==> src/rtl/pipe_pkg.sv <==
// Shared types and defaults for the ID->EX skid stage.
// Control-bundle field offsets are listed MSB first.
package pipe_pkg;

    localparam int CTRL_W_DEF = 12;
    localparam int DATA_W_DEF = 111;
    localparam int PC_W_DEF   = 32;

    localparam logic [PC_W_DEF-1:0] BUBBLE_PC_DEF = '1;

    localparam int CTRL_REGWRITE  = 11;
    localparam int CTRL_MEMTOREG  = 10;
    localparam int CTRL_MEMWRITE  = 9;
    localparam int CTRL_BRANCH    = 8;
    localparam int CTRL_ALUCTL_LSB = 4;
    localparam int CTRL_ALUCTL_W  = 4;
    localparam int CTRL_ALUSRC    = 3;
    localparam int CTRL_ALUSRC_SH = 2;
    localparam int CTRL_REGDST    = 1;
    localparam int CTRL_SPARE     = 0;

    typedef enum logic [1:0] {
        EMPTY = 2'd0,
        MAIN  = 2'd1,
        FULL  = 2'd2
    } skid_state_e;

endpackage

==> src/rtl/id_ex_skid_stage_if.sv <==
// ID->EX handshake bundle: ID-side input channel and EX-side output channel.
// master = surrounding pipeline, slave = the skid stage.
interface id_ex_skid_stage_if
    import pipe_pkg::*;
#(
    parameter int CTRL_W = CTRL_W_DEF,
    parameter int DATA_W = DATA_W_DEF,
    parameter int PC_W   = PC_W_DEF
) ();

    logic              in_valid;
    logic              in_ready;
    logic [CTRL_W-1:0] in_ctrl;
    logic [DATA_W-1:0] in_data;
    logic [PC_W-1:0]   in_pc;

    logic              out_valid;
    logic              out_ready;
    logic [CTRL_W-1:0] out_ctrl;
    logic [DATA_W-1:0] out_data;
    logic [PC_W-1:0]   out_pc;

    modport master (
        output in_valid, in_ctrl, in_data, in_pc, out_ready,
        input  in_ready, out_valid, out_ctrl, out_data, out_pc
    );

    modport slave (
        input  in_valid, in_ctrl, in_data, in_pc, out_ready,
        output in_ready, out_valid, out_ctrl, out_data, out_pc
    );

endinterface

==> src/rtl/id_ex_skid_stage.sv <==
// ID->EX pipeline register with 2-entry skid buffer and registered in_ready.
// Optional stall/flush counters: define ID_EX_SKID_STATS_EN.
module id_ex_skid_stage
    import pipe_pkg::*;
#(
    parameter int              CTRL_W    = CTRL_W_DEF,
    parameter int              DATA_W    = DATA_W_DEF,
    parameter int              PC_W      = PC_W_DEF,
    parameter logic [PC_W-1:0] BUBBLE_PC = '1
) (
    input  logic                     CLK,
    input  logic                     RESET,
    input  logic                     flush,
`ifdef ID_EX_SKID_STATS_EN
    output logic [31:0]              stall_cnt,
    output logic [15:0]              flush_cnt,
`endif
    id_ex_skid_stage_if.slave        bus
);

    skid_state_e       state_q, state_d;
    logic              in_ready_q, in_ready_d;
    logic [CTRL_W-1:0] main_ctrl_q, main_ctrl_d;
    logic [DATA_W-1:0] main_data_q, main_data_d;
    logic [PC_W-1:0]   main_pc_q, main_pc_d;
    logic [CTRL_W-1:0] skid_ctrl_q, skid_ctrl_d;
    logic [DATA_W-1:0] skid_data_q, skid_data_d;
    logic [PC_W-1:0]   skid_pc_q, skid_pc_d;

    logic out_valid;
    logic accept;
    logic drain;

    assign out_valid = (state_q != EMPTY);
    assign accept    = bus.in_valid & in_ready_q;
    assign drain     = out_valid & bus.out_ready;

    // Next-state and payload movement; flush wins over accept/drain.
    always_comb begin
        state_d     = state_q;
        main_ctrl_d = main_ctrl_q;
        main_data_d = main_data_q;
        main_pc_d   = main_pc_q;
        skid_ctrl_d = skid_ctrl_q;
        skid_data_d = skid_data_q;
        skid_pc_d   = skid_pc_q;
        unique case (state_q)
            EMPTY: begin
                if (accept) begin
                    state_d     = MAIN;
                    main_ctrl_d = bus.in_ctrl;
                    main_data_d = bus.in_data;
                    main_pc_d   = bus.in_pc;
                end
            end
            MAIN: begin
                if (accept && drain) begin
                    main_ctrl_d = bus.in_ctrl;
                    main_data_d = bus.in_data;
                    main_pc_d   = bus.in_pc;
                end else if (accept) begin
                    state_d     = FULL;
                    skid_ctrl_d = bus.in_ctrl;
                    skid_data_d = bus.in_data;
                    skid_pc_d   = bus.in_pc;
                end else if (drain) begin
                    state_d = EMPTY;
                end
            end
            FULL: begin
                if (drain) begin
                    state_d     = MAIN;
                    main_ctrl_d = skid_ctrl_q;
                    main_data_d = skid_data_q;
                    main_pc_d   = skid_pc_q;
                end
            end
            default: state_d = EMPTY;
        endcase
        if (flush) begin
            state_d = EMPTY;
        end
        in_ready_d = (state_d != FULL);
    end

    // State and payload registers with synchronous reset.
    always_ff @(posedge CLK) begin
        if (RESET) begin
            state_q     <= EMPTY;
            in_ready_q  <= 1'b1;
            main_ctrl_q <= '0;
            main_data_q <= '0;
            main_pc_q   <= BUBBLE_PC;
            skid_ctrl_q <= '0;
            skid_data_q <= '0;
            skid_pc_q   <= BUBBLE_PC;
        end else begin
            state_q     <= state_d;
            in_ready_q  <= in_ready_d;
            main_ctrl_q <= main_ctrl_d;
            main_data_q <= main_data_d;
            main_pc_q   <= main_pc_d;
            skid_ctrl_q <= skid_ctrl_d;
            skid_data_q <= skid_data_d;
            skid_pc_q   <= skid_pc_d;
        end
    end

    assign bus.in_ready  = in_ready_q;
    assign bus.out_valid = out_valid;
    assign bus.out_ctrl  = out_valid ? main_ctrl_q : '0;
    assign bus.out_pc    = out_valid ? main_pc_q : BUBBLE_PC;
    assign bus.out_data  = main_data_q;

`ifdef ID_EX_SKID_STATS_EN
    logic [31:0] stall_cnt_q, stall_cnt_d;
    logic [15:0] flush_cnt_q, flush_cnt_d;

    // Saturating stall and flush event counters.
    always_comb begin
        stall_cnt_d = stall_cnt_q;
        flush_cnt_d = flush_cnt_q;
        if (out_valid && !bus.out_ready && (stall_cnt_q != '1)) begin
            stall_cnt_d = stall_cnt_q + 32'd1;
        end
        if (flush && (flush_cnt_q != '1)) begin
            flush_cnt_d = flush_cnt_q + 16'd1;
        end
    end

    // Counter registers, cleared by reset.
    always_ff @(posedge CLK) begin
        if (RESET) begin
            stall_cnt_q <= '0;
            flush_cnt_q <= '0;
        end else begin
            stall_cnt_q <= stall_cnt_d;
            flush_cnt_q <= flush_cnt_d;
        end
    end

    assign stall_cnt = stall_cnt_q;
    assign flush_cnt = flush_cnt_q;
`endif

endmodule

==> src/flat_wrapper.sv <==
// flat-port wrapper written by rule: the top's interface ports become plain ports
module id_ex_skid_stage_flat import pipe_pkg::*;
#(
    parameter int              CTRL_W    = CTRL_W_DEF,
    parameter int              DATA_W    = DATA_W_DEF,
    parameter int              PC_W      = PC_W_DEF,
    parameter logic [PC_W-1:0] BUBBLE_PC = '1
)
  (CLK, RESET, flush, bus_in_valid, bus_in_ctrl, bus_in_data, bus_in_pc, bus_out_ready, bus_in_ready, bus_out_valid, bus_out_ctrl, bus_out_data, bus_out_pc);
  id_ex_skid_stage_if #(.CTRL_W(CTRL_W), .DATA_W(DATA_W), .PC_W(PC_W)) bus_i ();
  input  logic CLK;
  input  logic RESET;
  input  logic flush;
  input wire logic [$bits(bus_i.in_valid)-1:0] bus_in_valid;
  input wire logic [$bits(bus_i.in_ctrl)-1:0] bus_in_ctrl;
  input wire logic [$bits(bus_i.in_data)-1:0] bus_in_data;
  input wire logic [$bits(bus_i.in_pc)-1:0] bus_in_pc;
  input wire logic [$bits(bus_i.out_ready)-1:0] bus_out_ready;
  output wire logic [$bits(bus_i.in_ready)-1:0] bus_in_ready;
  output wire logic [$bits(bus_i.out_valid)-1:0] bus_out_valid;
  output wire logic [$bits(bus_i.out_ctrl)-1:0] bus_out_ctrl;
  output wire logic [$bits(bus_i.out_data)-1:0] bus_out_data;
  output wire logic [$bits(bus_i.out_pc)-1:0] bus_out_pc;
  assign bus_i.in_valid = bus_in_valid;
  assign bus_i.in_ctrl = bus_in_ctrl;
  assign bus_i.in_data = bus_in_data;
  assign bus_i.in_pc = bus_in_pc;
  assign bus_i.out_ready = bus_out_ready;
  assign bus_in_ready = bus_i.in_ready;
  assign bus_out_valid = bus_i.out_valid;
  assign bus_out_ctrl = bus_i.out_ctrl;
  assign bus_out_data = bus_i.out_data;
  assign bus_out_pc = bus_i.out_pc;
  id_ex_skid_stage #(.CTRL_W(CTRL_W), .DATA_W(DATA_W), .PC_W(PC_W), .BUBBLE_PC(BUBBLE_PC)) u_core (.CLK(CLK), .RESET(RESET), .flush(flush), .bus(bus_i));
endmodule
==> config.mk <==
export PLATFORM = sky130hd
export DESIGN_NAME = id_ex_skid_stage_flat
export DESIGN_NICKNAME = d
export VERILOG_FILES = /design/src/rtl/pipe_pkg.sv /design/src/rtl/id_ex_skid_stage_if.sv /design/src/rtl/id_ex_skid_stage.sv /design/src/flat_wrapper.sv
export SDC_FILE = /design/constraint.sdc
export NUM_CORES = 1
export LEC_CHECK = 0
export BUFFER_PORTS_ARGS = -buffer_cell sky130_fd_sc_hd__buf_4
export CORE_MARGIN = 2
export CORE_UTILIZATION = 49
export CTS_BUF_LIST = sky130_fd_sc_hd__clkbuf_4 sky130_fd_sc_hd__clkbuf_8
export DETAILED_ROUTE_END_ITERATION = 8
export GPL_ROUTABILITY_DRIVEN = 0
export PLACE_DENSITY = 0.8
export RECOVER_POWER = 25
export SLEW_MARGIN = 0
export SYNTH_ARGS = -nofsm -noshare
export SYNTH_HDL_FRONTEND = slang
export SYNTH_SLANG_ARGS = --single-unit
==> constraint.sdc <==
create_clock -name CLK -period 1.8 [get_ports CLK]
set_input_delay 0.27 -clock CLK [delete_from_list [all_inputs] [get_ports CLK]]
set_output_delay 0.27 -clock CLK [all_outputs]
set_load 0.005 [all_outputs]
==> impl_metrics.prom, run 1 <==
# TYPE chip_impl_metric gauge
chip_impl_info{name="violations_in_the_final_reports",value="negative setup slack"} 1
chip_impl_metric{name="grt_remaining_overflow",unit=""} 0
chip_impl_metric{name="fin_crit",unit="ns"} 2.39
chip_impl_metric{name="final.hold.worst_slack",unit="ns"} 0.251
chip_impl_metric{name="power_density",unit="mW/mm^2"} 844
chip_impl_metric{name="pwr-share-comb",unit="%"} 17.5
chip_impl_metric{name="fraction_of_layout_cells_with_a_size_suffix_above_1",unit="%"} 34.7
chip_impl_info{name="root_buffer",value="sky130_fd_sc_hd__clkbuf_8"} 1
chip_impl_metric{name="io-pin-count",unit=""} 317
chip_impl_info{name="synthDominantAreaCellType",value="sky130_fd_sc_hd__dfxtp_1"} 1
chip_impl_metric{name="power.net_switching",unit="mW"} 4.65
chip_impl_metric{name="cell_internal_pwr",unit="mW"} 12.4
chip_impl_metric{name="floorplan.die_area",unit="sq mm"} 0.0273
chip_impl_metric{name="initial_antenna_violation_count",unit=""} 3
chip_impl_info{name="worstHoldPathType",value="in -> reg"} 1
chip_impl_metric{name="synth_fp_nets",unit=""} 1623
chip_impl_metric{name="largest_net_degree_at_the_start_of_global_routing",unit=""} 103
chip_impl_info{name="r2r-end",value="u_core.bus.out_data[14]"} 1
chip_impl_metric{name="clkPwrFrac",unit="%"} 37.8
chip_impl_metric{name="syn-mean-instance-area",unit="sq um"} 8.72
chip_impl_metric{name="first_pass_grt_wire_length",unit="mm"} 59.0
chip_impl_info{name="slowest_stage_cell_cp",value="sky130_fd_sc_hd__a211oi_1"} 1
chip_impl_metric{name="grt_usage",unit="%"} 26.6
chip_impl_metric{name="die_height",unit="um"} 165
chip_impl_metric{name="power_frac_seq",unit="%"} 44.7
chip_impl_metric{name="syn_area",unit="sq mm"} 0.0128
chip_impl_metric{name="synth-async-reset-ratio",unit="%"} 0
chip_impl_info{name="worst_r2r_src",value="u_core.state_q[1]"} 1
chip_impl_info{name="synthMostInstantiatedCell",value="sky130_fd_sc_hd__dfxtp_1"} 1
chip_impl_metric{name="dp_hpwl",unit="mm"} 21.6
chip_impl_info{name="hold_path.startpoint",value="RESET"} 1
chip_impl_metric{name="clockBufferDepth",unit=""} 3
chip_impl_metric{name="buffer_ports.inserted",unit=""} 316
chip_impl_metric{name="ys_types",unit=""} 27
chip_impl_metric{name="fin_setup_tns",unit="ns"} -26.04
chip_impl_metric{name="design_power_total",unit="mW"} 17.0
chip_impl_metric{name="dr.pass1.iters",unit=""} 5
chip_impl_metric{name="drt-initial-drc-count",unit=""} 1127
chip_impl_metric{name="area_of_the_placeable_core",unit="sq mm"} 0.0258
chip_impl_metric{name="synth_edf_count",unit=""} 0
chip_impl_metric{name="critical_path_peak_fanout",unit=""} 6
chip_impl_metric{name="critPathArrivalTime",unit="ns"} 2.81
chip_impl_metric{name="timing.critical_path.slowest_cell_delay",unit="ns"} 0.63
chip_impl_metric{name="start_util",unit="%"} 49.4
chip_impl_metric{name="cts_num_sinks",unit=""} 313
chip_impl_metric{name="timing.slew.headroom",unit="%"} 51.6
chip_impl_metric{name="power.share.switching",unit="%"} 27.3
chip_impl_metric{name="power_leakage",unit="nW"} 9.00
chip_impl_metric{name="syn_inst",unit=""} 1463
chip_impl_metric{name="fp.dieW",unit="um"} 165
chip_impl_metric{name="vias_per_cell",unit=""} 5.92
chip_impl_info{name="crit_chain",value="buf_4 -> buf_6 -> and3b_2 -> a221o_2 -> buf_12 -> clkbuf_16 -> nor2_2 -> a211oi_1"} 1
chip_impl_metric{name="sequential_area_share_after_synthesis",unit="%"} 49.1
chip_impl_metric{name="final_area",unit="sq mm"} 0.0202
chip_impl_metric{name="place_area",unit="sq mm"} 0.0154
chip_impl_metric{name="finalHoldViolations",unit=""} 0
chip_impl_info{name="crit_path_start",value="u_core.state_q[1]"} 1
chip_impl_info{name="crit_type",value="reg -> reg"} 1
chip_impl_metric{name="synth.ff_latch_count",unit=""} 313
chip_impl_metric{name="worst_ep_required_time",unit="ns"} 2.21
chip_impl_metric{name="drtAntennaViolNets",unit=""} 0
chip_impl_metric{name="worst_slack",unit="ns"} -0.591
chip_impl_metric{name="synth_warnings",unit=""} 0
chip_impl_info{name="status",value="finished, violations left"} 1
chip_impl_info{name="cts_tree",value="done"} 1
chip_impl_metric{name="maxCapViolCount",unit=""} 0
chip_impl_metric{name="grt_pass1_vias",unit=""} 12200
chip_impl_metric{name="layout.nets",unit=""} 2115
chip_impl_metric{name="final_min_period_over_clock_period",unit="%"} 133
chip_impl_info{name="ys_top_cells_by_area",value="sky130_fd_sc_hd__dfxtp_1 (49%), sky130_fd_sc_hd__mux2i_1 (9.7%), sky130_fd_sc_hd__nand2_1 (9.1%)"} 1
chip_impl_info{name="rsz0062_at_grt",value="true"} 1
chip_impl_metric{name="final.fill_count",unit=""} 1453
chip_impl_metric{name="irDropWorstVdd",unit="uV"} 669
chip_impl_info{name="synth.top_cells.by_count",value="sky130_fd_sc_hd__dfxtp_1 (313), sky130_fd_sc_hd__nand2_1 (310), sky130_fd_sc_hd__a21oi_1 (156), sky130_fd_sc_hd__nor2_1 (156)"} 1
chip_impl_metric{name="final_slew_viol_count",unit=""} 0
chip_impl_metric{name="cts-htree-levels",unit=""} 2
chip_impl_metric{name="clock_insertion_delay_worst_skew",unit="ns"} 0.58
chip_impl_info{name="hold_end",value="u_core.skid_ctrl_q[11]"} 1
chip_impl_metric{name="finished_core_util",unit="%"} 78.0
chip_impl_metric{name="tightest_slew",unit="ns"} 0.722
chip_impl_metric{name="area_delta_synth_final",unit="%"} 58.1
chip_impl_metric{name="wirelength",unit="mm"} 53.4
chip_impl_metric{name="rows",unit=""} 59
chip_impl_metric{name="fin_skew",unit="ns"} 0.0385
chip_impl_metric{name="worstRegToRegCells",unit=""} 8
chip_impl_metric{name="max_freq",unit="GHz"} 0.418
chip_impl_metric{name="r2r_setup_slack",unit="ns"} -0.59
chip_impl_info{name="ys_dominant_reg_cell",value="sky130_fd_sc_hd__dfxtp_1"} 1
chip_impl_metric{name="dr_total_vias",unit=""} 13800
chip_impl_metric{name="post-synth-top-area-fraction",unit="%"} 49.1
chip_impl_metric{name="tritoncts.num_buffers",unit=""} 51
chip_impl_metric{name="setup_viol",unit=""} 289
chip_impl_metric{name="clkTransAtPathRegs",unit="ns"} 0.09
chip_impl_metric{name="drcViolationCount",unit=""} 0
chip_impl_metric{name="hold_path_depth",unit=""} 2
chip_impl_info{name="start_kind",value="flip-flop"} 1
chip_impl_info{name="worstSetupEndpointType",value="flip-flop"} 1
chip_impl_metric{name="post_drt_wl_per_cell",unit="um"} 22.9
==> power by group through the flow <==
stage	Clock [mW]	Sequential, mW	Combinational (mW)
2_1_floorplan	0	7.62	0.894
3_3_place_gp	0	7.63	1.74
3_5_place_dp	0	7.64	1.78
4_1_cts	6.32	7.50	2.10
5_1_grt	6.75	7.62	3.12
6_report	6.43	7.60	2.98
==> cells in the final DEF, fill, tap and decap left out, types with 16 or more instances in the layout <==
cell type | Yosys | final
sky130_fd_sc_hd__a211oi_2 | 0 | 42
sky130_fd_sc_hd__mux2_2 | 32 | 32
sky130_fd_sc_hd__buf_6 | 6 | 48
sky130_fd_sc_hd__nor2_4 | 0 | 37
sky130_fd_sc_hd__clkbuf_4 | 3 | 36
sky130_fd_sc_hd__clkbuf_16 | 0 | 22
sky130_fd_sc_hd__nor2_1 | 156 | 92
sky130_fd_sc_hd__nor2_2 | 0 | 27
sky130_fd_sc_hd__a21oi_1 | 156 | 146
sky130_fd_sc_hd__dfxtp_1 | 313 | 311
sky130_fd_sc_hd__a211oi_1 | 123 | 80
sky130_fd_sc_hd__nand2_1 | 310 | 303
sky130_fd_sc_hd__clkbuf_1 | 59 | 16
sky130_fd_sc_hd__clkbuf_8 | 7 | 62
sky130_fd_sc_hd__dlygate4sd3_1 | 0 | 157
sky130_fd_sc_hd__mux2i_1 | 123 | 123
sky130_fd_sc_hd__or2_4 | 0 | 32
sky130_fd_sc_hd__buf_12 | 0 | 33
sky130_fd_sc_hd__buf_4 | 5 | 262
sky130_fd_sc_hd__nand3b_1 | 32 | 32
sky130_fd_sc_hd__nor3_1 | 33 | 17
==> worst max-delay path: cells and delay by family (launching register included) <==
kind | cells | cell delay [ns]
AOI/OAI and AO/OA | 2 | 0.96
buffers and inverters | 4 | 0.63
and+or+nand+nor | 2 | 0.34
DFF | 1 | 0.33
==> cell type report <==
class / count / area (sq um) / share of cell area (%)
Multi-Input combinational cell: 1021 / 6710 / 33.3
Sequential cell: 313 / 6270 / 31.1
Timing Repair Buffer: 565 / 5710 / 28.3
Clock buffer: 83 / 1010 / 5.01
Tap cell: 335 / 419 / 2.08
Clock inverter: 4 / 25.0 / 0.124
Inverter: 3 / 11.3 / 0.0558
Antenna cell: 4 / 10.0 / 0.0496
==> logic make-up after synthesis <==
family	Yosys count	share of synthesized area, %
simple gates	583	19.5
flops	313	49.1
compound gates	281	13.5
mux	155	12.5
buf+inv	130	5.27
xor+xnor	1	0.0687
==> per-stage QoR <==
| stage | setup slack (ns) | std cells |
|---|---|---|
| after CTS | -0.206 | 2268 |
| after floorplan | 0.273 | 1463 |
| final | -0.591 | 2328 |
| after global routing | -0.641 | 2327 |
| after detailed placement | 0.0500 | 2020 |
| after global placement | 0.107 | 2020 |
==> what timing repair did <==
action,CTS,global route
pin swaps,1,26
hold buffers,157,0
buffers inserted,3,18
endpoints found under the setup margin,45,154
endpoints found under the hold margin,158,0
cloned,1,41
resized for setup,23,284
==> worst max path at each step <==
| stage | slack (ns) | to | cells after the start |
|---|---|---|---|
| floorplan | 0.27 | u_core.main_pc_q[26] | 6 |
| detailed placement | 0.05 | u_core.main_pc_q[7] | 6 |
| finish | -0.59 | u_core.bus.out_data[14] | 8 |
| CTS | -0.21 | bus_out_ctrl[8] | 5 |
| global placement | 0.11 | u_core.main_pc_q[4] | 6 |
| global route | -0.64 | u_core.bus.out_data[14] | 8 |
==> flip-flops by register name (all words and copies together), names as in the netlist <==
signal and cells:
u_core.bus.in_ready 1, u_core.skid_ctrl_q 12, u_core.main_pc_q 32, u_core.main_ctrl_q 12
u_core.state_q 2, u_core.skid_pc_q 32, u_core.bus.out_data 111, u_core.skid_data_q 111
==> metal layers <==
layer / routed length, um / track usage, % / vias to the layer above / share of wire (%)
met1: 18700 / 30.1 / 6504 / 35
met2: 25500 / 46.7 / 948 / 48
met4: 4370 / 15.0 / 0 / 8.2
met5: 0 / 0 / - / 0
met3: 4860 / 5.27 / 352 / 9.1
li1: - / - / 5970 / -
Power figures use the tool's default switching activity.
==> run 2, diff against run 1 <==
--- a/config.mk
+++ b/config.mk
@@ -7,11 +7,11 @@
 export LEC_CHECK = 0
 export BUFFER_PORTS_ARGS = -buffer_cell sky130_fd_sc_hd__buf_4
 export CORE_MARGIN = 2
-export CORE_UTILIZATION = 49
+export CORE_UTILIZATION = 55
 export CTS_BUF_LIST = sky130_fd_sc_hd__clkbuf_4 sky130_fd_sc_hd__clkbuf_8
 export DETAILED_ROUTE_END_ITERATION = 8
 export GPL_ROUTABILITY_DRIVEN = 0
-export PLACE_DENSITY = 0.8
+export PLACE_DENSITY = 0.88
 export RECOVER_POWER = 25
 export SLEW_MARGIN = 0
 export SYNTH_ARGS = -nofsm -noshare
==> run 2 against run 1 <==
Compared with the run above:
- the run still ends with negative setup slack left
- flip-flop and latch count did not move
- worst setup slack improved by 0.34 ns
- non-clock buffer count fell by 30
- clock skew fell by 0.023 ns
- routed wire length fell by 10%
- worst hold slack got worse by 0.023 ns
- highest routed layer unchanged
==> impl_metrics.prom, run 2 (same netlist as run 1, synthesis figures left out) <==
# TYPE chip_impl_metric gauge
chip_impl_metric{name="power.net_switching",unit="mW"} 4.36
chip_impl_metric{name="first_pass_grt_wire_length",unit="mm"} 65.6
chip_impl_metric{name="power_frac_seq",unit="%"} 45.7
chip_impl_metric{name="clkTransAtPathRegs",unit="ns"} 0.07
chip_impl_metric{name="dr_total_vias",unit=""} 13600
chip_impl_metric{name="initial_antenna_violation_count",unit=""} 1
chip_impl_metric{name="fin_setup_tns",unit="ns"} -23.04
chip_impl_metric{name="grt_usage",unit="%"} 33.3
chip_impl_metric{name="die_height",unit="um"} 156
chip_impl_metric{name="grt_use_met2",unit="%"} 59.5
chip_impl_metric{name="power_leakage",unit="nW"} 8.55
chip_impl_metric{name="place_area",unit="sq mm"} 0.0153
chip_impl_metric{name="max_freq",unit="GHz"} 0.489
chip_impl_info{name="status",value="finished, violations left"} 1
chip_impl_metric{name="drt-initial-drc-count",unit=""} 1334
chip_impl_metric{name="fin_skew",unit="ns"} 0.0150
chip_impl_info{name="start_kind",value="input port"} 1
chip_impl_info{name="violations_in_the_final_reports",value="negative setup slack"} 1
chip_impl_metric{name="grt_pass1_vias",unit=""} 13000
chip_impl_metric{name="tightest_slew",unit="ns"} 0.798
chip_impl_metric{name="grt_remaining_overflow",unit=""} 0
chip_impl_info{name="worstSetupEndpointType",value="flip-flop"} 1
chip_impl_metric{name="setup_viol",unit=""} 214
chip_impl_metric{name="fin_crit",unit="ns"} 2.05
chip_impl_info{name="layout_common_cells",value="sky130_fd_sc_hd__dfxtp_1 (311), sky130_fd_sc_hd__nand2_1 (310), sky130_fd_sc_hd__buf_4 (232), sky130_fd_sc_hd__dlygate4sd3_1 (157), sky130_fd_sc_hd__a21oi_1 (156)"} 1
chip_impl_metric{name="critPathArrivalTime",unit="ns"} 2.48
chip_impl_metric{name="buffer_ports.inserted",unit=""} 316
chip_impl_metric{name="final_slew_viol_count",unit=""} 0
chip_impl_metric{name="irDropWorstVdd",unit="uV"} 719
chip_impl_metric{name="groute.layer.met3.usage",unit="%"} 6.59
chip_impl_metric{name="area_delta_synth_final",unit="%"} 47.5
chip_impl_info{name="crit_path_start",value="bus_out_ready"} 1
chip_impl_metric{name="dr.pass1.iters",unit=""} 6
chip_impl_metric{name="maxCapViolCount",unit=""} 0
chip_impl_metric{name="pwr-share-comb",unit="%"} 14.9
chip_impl_metric{name="floorplan.die_area",unit="sq mm"} 0.0244
chip_impl_metric{name="worst_ep_required_time",unit="ns"} 2.23
chip_impl_metric{name="wirelength",unit="mm"} 48.0
chip_impl_info{name="cts_tree",value="done"} 1
chip_impl_metric{name="fp.dieW",unit="um"} 156
chip_impl_metric{name="post_drt_wl_per_cell",unit="um"} 21.4
chip_impl_metric{name="largest_net_degree_at_the_start_of_global_routing",unit=""} 130
chip_impl_metric{name="final_min_period_over_clock_period",unit="%"} 114
chip_impl_metric{name="area_of_the_placeable_core",unit="sq mm"} 0.0227
chip_impl_metric{name="layout.cells.non_filler",unit=""} 2248
chip_impl_metric{name="final_area",unit="sq mm"} 0.0188
chip_impl_metric{name="drtAntennaViolNets",unit=""} 0
chip_impl_metric{name="clock_insertion_delay_worst_skew",unit="ns"} 0.56
chip_impl_metric{name="power.share.switching",unit="%"} 26.4
chip_impl_metric{name="finished_core_util",unit="%"} 82.8
chip_impl_metric{name="vias_per_cell",unit=""} 6.07
chip_impl_info{name="layout_commonest_cell",value="sky130_fd_sc_hd__dfxtp_1"} 1
chip_impl_info{name="grt-busiest-layer",value="met2"} 1
chip_impl_info{name="root_buffer",value="sky130_fd_sc_hd__clkbuf_8"} 1
chip_impl_metric{name="tritoncts.num_buffers",unit=""} 49
chip_impl_metric{name="fraction_of_layout_cells_with_a_size_suffix_above_1",unit="%"} 27.9
chip_impl_metric{name="design_power_total",unit="mW"} 16.5
chip_impl_metric{name="worst_slack",unit="ns"} -0.246
chip_impl_info{name="crit_type",value="in -> reg"} 1
chip_impl_metric{name="critical_path_peak_fanout",unit=""} 41
chip_impl_info{name="hold_path.startpoint",value="RESET"} 1
chip_impl_metric{name="clkPwrFrac",unit="%"} 39.4
chip_impl_metric{name="io-pin-count",unit=""} 317
chip_impl_metric{name="power_density",unit="mW/mm^2"} 877
chip_impl_metric{name="timing.slew.headroom",unit="%"} 46.8
chip_impl_metric{name="dp_hpwl",unit="mm"} 21.7
chip_impl_metric{name="grtUsageMet1",unit="%"} 36.8
chip_impl_metric{name="cell_internal_pwr",unit="mW"} 12.1
chip_impl_metric{name="finalHoldViolations",unit=""} 0
chip_impl_metric{name="cts-htree-levels",unit=""} 2
chip_impl_info{name="worst_r2r_src",value="u_core.state_q[1]"} 1
chip_impl_metric{name="dp_cells",unit=""} 1974
chip_impl_metric{name="start_util",unit="%"} 56.2
chip_impl_info{name="worstHoldPathType",value="in -> reg"} 1
chip_impl_metric{name="clockBufferDepth",unit=""} 3
chip_impl_metric{name="rows",unit=""} 55
chip_impl_info{name="rsz0062_at_grt",value="true"} 1
chip_impl_metric{name="layout.nets",unit=""} 2083
chip_impl_metric{name="cts_num_sinks",unit=""} 313
chip_impl_metric{name="drcViolationCount",unit=""} 0
==> run 2: worst max-delay path, stage by stage <==
cell and delay (ns):
sky130_fd_sc_hd__dlygate4sd3_1 0.57, sky130_fd_sc_hd__clkbuf_1 0.21, sky130_fd_sc_hd__and3b_2 0.31, sky130_fd_sc_hd__a221o_4 0.44, sky130_fd_sc_hd__buf_12 0.16, sky130_fd_sc_hd__buf_16 0.16
sky130_fd_sc_hd__nor3_1 0.23, sky130_fd_sc_hd__a21oi_1 0.10
==> run 2: area by class of cell <==
class | count | area (sq um)
Sequential cell | 313 | 6270
Tap cell | 285 | 357
Multi-Input combinational cell | 1021 | 6080
Fill cell | 1107 | 3890
Antenna cell | 1 | 2.50
Clock inverter | 10 | 52.6
Clock buffer | 80 | 1020
Inverter | 3 | 13.8
Timing Repair Buffer | 535 | 5020
==> run 2: final timing paths <==
check,to,slack (ns),cells after the start
worst max register to register,u_core.main_pc_q[11],-0.16,6
worst min-delay path,u_core.skid_data_q[87],0.23,2
worst min register to register,u_core.skid_data_q[95],0.45,2
worst max-delay path,u_core.main_pc_q[11],-0.25,8
==> run 2: routing by layer <==
metal	part of all wire, %	wire length, um
met1	36	17300
met2	49	23600
met3	8.1	3880
met4	6.8	3290
met5	0	0
==> run 2: what timing repair did <==
action | in CTS | in global routing
cloned | 1 | 15
hold buffers | 157 | 0
setup endpoints to repair | 53 | 160
hold endpoints to repair | 158 | 0
pin swaps | 0 | 5
gates resized for setup | 11 | 111
setup buffers | 0 | 10
==> run 2: power by group through the flow <==
| stage | Clock, mW | Sequential [mW] | Combinational, mW |
|---|---|---|---|
| after floorplan | 0 | 7.62 | 0.894 |
| after global placement | 0 | 7.63 | 1.71 |
| after detailed placement | 0 | 7.64 | 1.77 |
| after CTS | 6.41 | 7.50 | 2.11 |
| after global routing | 6.78 | 7.56 | 2.60 |
| final | 6.50 | 7.54 | 2.46 |
==> run 2: stage by stage <==
stage / worst slack (ns) / hold slack, ns
6_report: -0.246 / 0.228
5_1_grt: -0.320 / 0.269
4_1_cts: -0.218 / 0.216
3_5_place_dp: -0.0456 / 0.446
3_3_place_gp: 0.0848 / 0.439
2_1_floorplan: 0.273 / 0.349
